[src/rtl/acc_drain.sv]
// Deskews the column-skewed accumulator outputs of the systolic array, requantizes
// each column to DATA_WIDTH with saturation and writes one aligned row per vector.
module acc_drain #(
    parameter int DATA_WIDTH = 16,
    parameter int ACC_WIDTH  = 64,
    parameter int NEURON_NUM = 4,
    parameter int ADDR_WIDTH = 4,
    parameter int FRAC_BITS  = 8
) (
    input  logic                             clk,
    input  logic                             rstn,
    input  logic                             start_i,
    input  logic [ADDR_WIDTH:0]              rows_i,
    input  logic [ADDR_WIDTH-1:0]            base_addr_i,
    input  logic [ACC_WIDTH*NEURON_NUM-1:0]  acc_i,
    input  logic                             acc_valid_i,
    output logic                             wr_en_o,
    output logic [ADDR_WIDTH-1:0]            wr_addr_o,
    output logic [DATA_WIDTH*NEURON_NUM-1:0] wr_data_o,
    output logic                             busy_o,
    output logic                             done_o,
    output logic                             ovf_o
);

    typedef enum logic [1:0] {S_IDLE, S_DRAIN, S_DONE} state_t;

    localparam logic signed [ACC_WIDTH-1:0] SAT_MAX =
        {{(ACC_WIDTH-DATA_WIDTH+1){1'b0}}, {(DATA_WIDTH-1){1'b1}}};
    localparam logic signed [ACC_WIDTH-1:0] SAT_MIN = ~SAT_MAX;

    state_t                                    r_state;
    state_t                                    w_state_next;
    logic                                      w_start_acc;
    logic                                      w_wr_acc;
    logic                                      w_aligned_valid;
    logic [ADDR_WIDTH:0]                       r_rows;
    logic [ADDR_WIDTH:0]                       r_count;
    logic [ADDR_WIDTH-1:0]                     r_base;
    logic                                      r_wr_en;
    logic [ADDR_WIDTH-1:0]                     r_wr_addr;
    logic [DATA_WIDTH*NEURON_NUM-1:0]          r_wr_data;
    logic                                      r_busy;
    logic                                      r_done;
    logic                                      r_ovf;
    logic                                      r_vld [NEURON_NUM-1];
    logic [ACC_WIDTH-1:0]                      w_aligned [NEURON_NUM];
    logic [NEURON_NUM-1:0][DATA_WIDTH-1:0]     w_q;
    logic [NEURON_NUM-1:0]                     w_clamp;

    // Column j arrives j cycles after column 0, so it is delayed NEURON_NUM-1-j stages.
    genvar gi;
    generate
        for (gi = 0; gi < NEURON_NUM; gi++) begin : g_col
            localparam int DEPTH = NEURON_NUM - 1 - gi;
            logic [ACC_WIDTH-1:0]        w_col_in;
            logic signed [ACC_WIDTH-1:0] w_shift;
            logic                        w_hi;
            logic                        w_lo;

            assign w_col_in = acc_i[ACC_WIDTH*(gi+1)-1 -: ACC_WIDTH];

            if (DEPTH == 0) begin : g_direct
                assign w_aligned[gi] = w_col_in;
            end else begin : g_dly
                logic [ACC_WIDTH-1:0] r_dly [DEPTH];
                always_ff @(posedge clk or negedge rstn) begin
                    if (!rstn) begin
                        for (int k = 0; k < DEPTH; k++) r_dly[k] <= '0;
                    end else begin
                        r_dly[0] <= w_col_in;
                        for (int k = 1; k < DEPTH; k++) r_dly[k] <= r_dly[k-1];
                    end
                end
                assign w_aligned[gi] = r_dly[DEPTH-1];
            end

            assign w_shift     = $signed(w_aligned[gi]) >>> FRAC_BITS;
            assign w_hi        = w_shift > SAT_MAX;
            assign w_lo        = w_shift < SAT_MIN;
            assign w_clamp[gi] = w_hi | w_lo;
            assign w_q[gi]     = w_hi ? SAT_MAX[DATA_WIDTH-1:0] :
                                 w_lo ? SAT_MIN[DATA_WIDTH-1:0] :
                                        w_shift[DATA_WIDTH-1:0];
        end
    endgenerate

    // Valid pipe is only fed while draining and is flushed on start so that
    // leftovers from a previous pass cannot leak into the new one.
    always_ff @(posedge clk or negedge rstn) begin
        if (!rstn) begin
            for (int k = 0; k < NEURON_NUM-1; k++) r_vld[k] <= 1'b0;
        end else if (w_start_acc) begin
            for (int k = 0; k < NEURON_NUM-1; k++) r_vld[k] <= 1'b0;
        end else begin
            r_vld[0] <= acc_valid_i && (r_state == S_DRAIN);
            for (int k = 1; k < NEURON_NUM-1; k++) r_vld[k] <= r_vld[k-1];
        end
    end

    assign w_aligned_valid = r_vld[NEURON_NUM-2];

    always_comb begin
        w_state_next = r_state;
        w_start_acc  = 1'b0;
        w_wr_acc     = 1'b0;
        case (r_state)
            S_IDLE: begin
                if (start_i) begin
                    w_start_acc  = 1'b1;
                    w_state_next = (rows_i == '0) ? S_DONE : S_DRAIN;
                end
            end
            S_DRAIN: begin
                if (w_aligned_valid) begin
                    w_wr_acc = 1'b1;
                    if (r_count + (ADDR_WIDTH+1)'(1) == r_rows) w_state_next = S_DONE;
                end
            end
            S_DONE:  w_state_next = S_IDLE;
            default: w_state_next = S_IDLE;
        endcase
    end

    always_ff @(posedge clk or negedge rstn) begin
        if (!rstn) begin
            r_state   <= S_IDLE;
            r_rows    <= '0;
            r_count   <= '0;
            r_base    <= '0;
            r_wr_en   <= 1'b0;
            r_wr_addr <= '0;
            r_wr_data <= '0;
            r_busy    <= 1'b0;
            r_done    <= 1'b0;
            r_ovf     <= 1'b0;
        end else begin
            r_state <= w_state_next;
            r_wr_en <= w_wr_acc;
            r_busy  <= (w_state_next != S_IDLE);
            // done trails the DONE state by a cycle so it lands after the last write
            r_done  <= (r_state == S_DONE);
            if (w_start_acc) begin
                r_rows  <= rows_i;
                r_base  <= base_addr_i;
                r_count <= '0;
                r_ovf   <= 1'b0;
            end
            if (w_wr_acc) begin
                r_wr_addr <= r_base + r_count[ADDR_WIDTH-1:0];
                r_wr_data <= w_q;
                r_count   <= r_count + (ADDR_WIDTH+1)'(1);
                if (|w_clamp) r_ovf <= 1'b1;
            end
        end
    end

    assign wr_en_o   = r_wr_en;
    assign wr_addr_o = r_wr_addr;
    assign wr_data_o = r_wr_data;
    assign busy_o    = r_busy;
    assign done_o    = r_done;
    assign ovf_o     = r_ovf;

endmodule

[config.mk]
export PLATFORM = sky130hd
export DESIGN_NAME = acc_drain
export DESIGN_NICKNAME = d
export VERILOG_FILES = /design/src/rtl/acc_drain.sv
export SDC_FILE = /design/constraint.sdc
export NUM_CORES = 1
export LEC_CHECK = 0
export ABC_CLOCK_PERIOD_IN_PS = 4800
export CAP_MARGIN = 10
export CORE_UTILIZATION = 55
export CTS_CLUSTER_DIAMETER = 30
export CTS_CLUSTER_SIZE = 28
export DETAILED_ROUTE_END_ITERATION = 10
export DONT_BUFFER_PORTS = 1
export GPL_TIMING_DRIVEN = 0
export PLACE_DENSITY = 0.67
export SYNTH_ARGS = -nofsm -noshare
export SYNTH_HDL_FRONTEND = slang
export SYNTH_SLANG_ARGS = --single-unit
[constraint.sdc]
create_clock -name clk -period 4.8 [get_ports clk]
set_input_delay 0.96 -clock clk [delete_from_list [all_inputs] [get_ports clk]]
set_output_delay 0.96 -clock clk [all_outputs]
set_load 0.01 [all_outputs]
==> impl_metrics.tcl <==
set metrics [dict create \
    drc 0 \
    wl_met2_um 14700 \
    r2r_end "wr_data_o[21]" \
    drt_first_iter_violations 454 \
    htreeDepth 3 \
    fmax_mhz 399 \
    layoutNonFillerInstCount 1282 \
    fin_area_um2 15900 \
    place_inst 1153 \
    drv_slew 0 \
    core_area_um2 22900 \
    grt_pass1_vias 7801 \
    multi_input_area_um2 2210 \
    final.min_clock_period_ps 2510 \
    setup_violations 0 \
    synthTopCellsByArea "dfrtp_1 (82%), o21ai_0 (2.4%), a21oi_1 (2.3%)" \
    final-hold-violation-count 0 \
    clk_pin_slew_ps 60 \
    synth_cell_type_count 36 \
    wl_met1_um 10100 \
    status "completed" \
    crit_fanout 10 \
    hpwl_um 18300 \
    cts_root_buf "clkbuf_16" \
    ant_nets 0 \
    syn_inst 840 \
    cts_buffers 67 \
    seq_area_frac_synth_pct 82.0 \
    nFillCells 1449 \
    worst_hold_slack_ps 90.4 \
    finalCritPeriodShare_pct 52.2 \
    p_leak_nw 7.01 \
    register_area_um2 10700 \
    yosysTopAreaCell "dfrtp_1" \
    slew_headroom_pct 29.2 \
    cts.sinks 427 \
    area_delta_synth_final_pct 21.7 \
    postCtsSetupRepairBufs 0 \
    yosysMostFrequentCell "dfrtp_1" \
    powerDensity_nw_per_um2 668 \
    slowest_delay_ps 680 \
    cp.required_ps 5260 \
    cp_cell_sequence "nand4_1 > nor4_1 > nand2_1 > o41ai_4 > buf_2 > a21oi_1 > o21ai_0" \
    die_x_um 156 \
    startpoint "g_col[1].g_dly.r_dly[63]" \
    clk_latency_ps 560 \
    io_buffers 0 \
    yosys_warnings 0 \
    cp-start-kind "flop" \
    r2r_cells 7 \
    synth.top_cells.by_count "dfrtp_1 (427), nand2_1 (81), o21ai_0 (62), a21oi_1 (61), nand4_1 (45)" \
    r2r_start "g_col[1].g_dly.r_dly[63]" \
    synth-seq-cells 427 \
    tritoncts "done" \
    crit_family "compound AO/OA/AOI/OAI gates" \
    ios 341 \
    routedWlPerCell_um 22.1 \
    die_area_um2 24300 \
    cts_resized 0 \
    syn_nets 1114 \
    vdd_drop_max_mv 0.582 \
    maxUsedRoutingLayer "met5" \
    synth.cell_area_um2 13000 \
    drive_gt1_share_pct 13.8 \
    fin_skew_ps 32.6 \
    grt.total_usage_pct 23.6 \
    grt_max_degree 428 \
    cp_slowest_cell "o41ai_4" \
    reg2reg_slack_ps 2290 \
    routed_wl_um 28300 \
    tns_ps 0 \
    hold_path.class "input pin to asynchronous set/reset pin" \
    wl_met3_um 2400 \
    grt_overflow_total 0 \
    path_class "flop to flop" \
    grt_pass1_wl_um 42000 \
    crit_arrival_ps 2970 \
    tightest_slew_ps 1060 \
    die_y_um 156 \
    via_per_inst 5.55 \
    synth_edf_count 0 \
    max_cap_violations 0 \
    grt_antenna_before_repair 10 \
    cts_hold_buf 0 \
    end_kind "flop" \
    vias 7115 \
    synth_top_area_share_pct 82.0 \
    fin_nets 1183 \
    syn_area_per_cell_um2 15.5 \
    worst-path-buf-inv 1 \
    initial_core_util_pct 56.9 \
    grt_setup_unrepaired "no" \
    finalWeightedCongestion 0.829 \
    synthFlopType "dfrtp_1" \
    row_count 55 \
    place_area_um2 13400 \
    clockBufferDepth 3 \
    async_reset_ff_share_pct 100 \
    dr.pass1.iters 5 \
]
layout make-up:
cell class,count,area share [%]
flip-flops and latches,427,67.4
multi-input cells,381,13.9
clock inverters,40,3.76
clock buffers,83,11.5
plain buffers,24,0.678
inverters,8,0.189
diodes,6,0.0947
well taps,313,2.47
logic make-up (layout without fill, tap and decap cells):
logic type	count (synthesis)	in the layout	share of synthesized area [%]
AOI/OAI and AO/OA	152	152	6.86
xor gates and xnor gates	8	8	0.538
adders and majority gates	5	5	0.538
buffers and inverters	32	155	1.06
DFF	427	427	82.0
muxes	8	8	0.691
other	0	6	0
and+or+nand+nor	208	208	8.31
metrics by stage:
| stage | util, % | power (mW) | setup slack (ps) |
|---|---|---|---|
| 4_1_cts | 69.1 | 10.7 | 2310 |
| 6_report | 69.2 | 10.6 | 2290 |
| 3_3_place_gp | 58.6 | 5.53 | 1940 |
| 3_5_place_dp | 58.6 | 5.61 | 1950 |
| 5_1_grt | 69.2 | 11.0 | 2200 |
| 2_1_floorplan | - | 5.19 | 2180 |
where the power goes:
group | switching (mW) | total, mW | internal (mW)
Sequential | 0.581 | 4.70 | 4.12
Combinational | 0.521 | 0.847 | 0.326
Clock | 1.78 | 5.05 | 3.27
Total | 2.88 | 10.6 | 7.72
cells in the final DEF (no fill, tap or decap), types with 8 or more instances in the layout:
cell type | Yosys | routed
nand2_1 | 81 | 81
nand3_1 | 9 | 9
clkinv_4 | 0 | 9
mux2_2 | 8 | 8
a21oi_1 | 61 | 61
bufinv_16 | 0 | 9
dfrtp_1 | 427 | 427
inv_6 | 0 | 9
clkbuf_1 | 20 | 28
inv_1 | 8 | 8
clkbuf_16 | 0 | 68
o21ai_0 | 62 | 62
nor2_1 | 10 | 10
nand4_1 | 45 | 45
nor4_1 | 41 | 41
o21ai_1 | 12 | 12
per-layer routing:
metal / global-route usage, % / vias to the layer above
met5: 0 / -
met4: 11.8 / 8
met3: 7.89 / 90
met2: 41.0 / 329
met1: 25.8 / 3572
li1: - / 3116
registers in the layout, indices dropped and copies added, names as in the netlist:
signal,flops
g_col.g_dly.r_dly,336
wr_data_o,64
r_count,5
r_rows,5
r_base,4
wr_addr_o,4
r_state,2
r_vld,2
busy_o,1
done_o,1
ovf_o,1
w_aligned_valid,1
wr_en_o,1
how the worst max path moves through the flow:
stage	to	slack (ps)	depth (start not counted)
finish	wr_data_o[21]	2290	7
global route	wr_data_o[21]	2200	7
CTS	wr_data_o[21]	2310	7
detailed placement	ovf_o	1950	6
global placement	ovf_o	1940	6
floorplan	ovf_o	2180	6
Note: power is estimated with default switching activity, not from simulation.
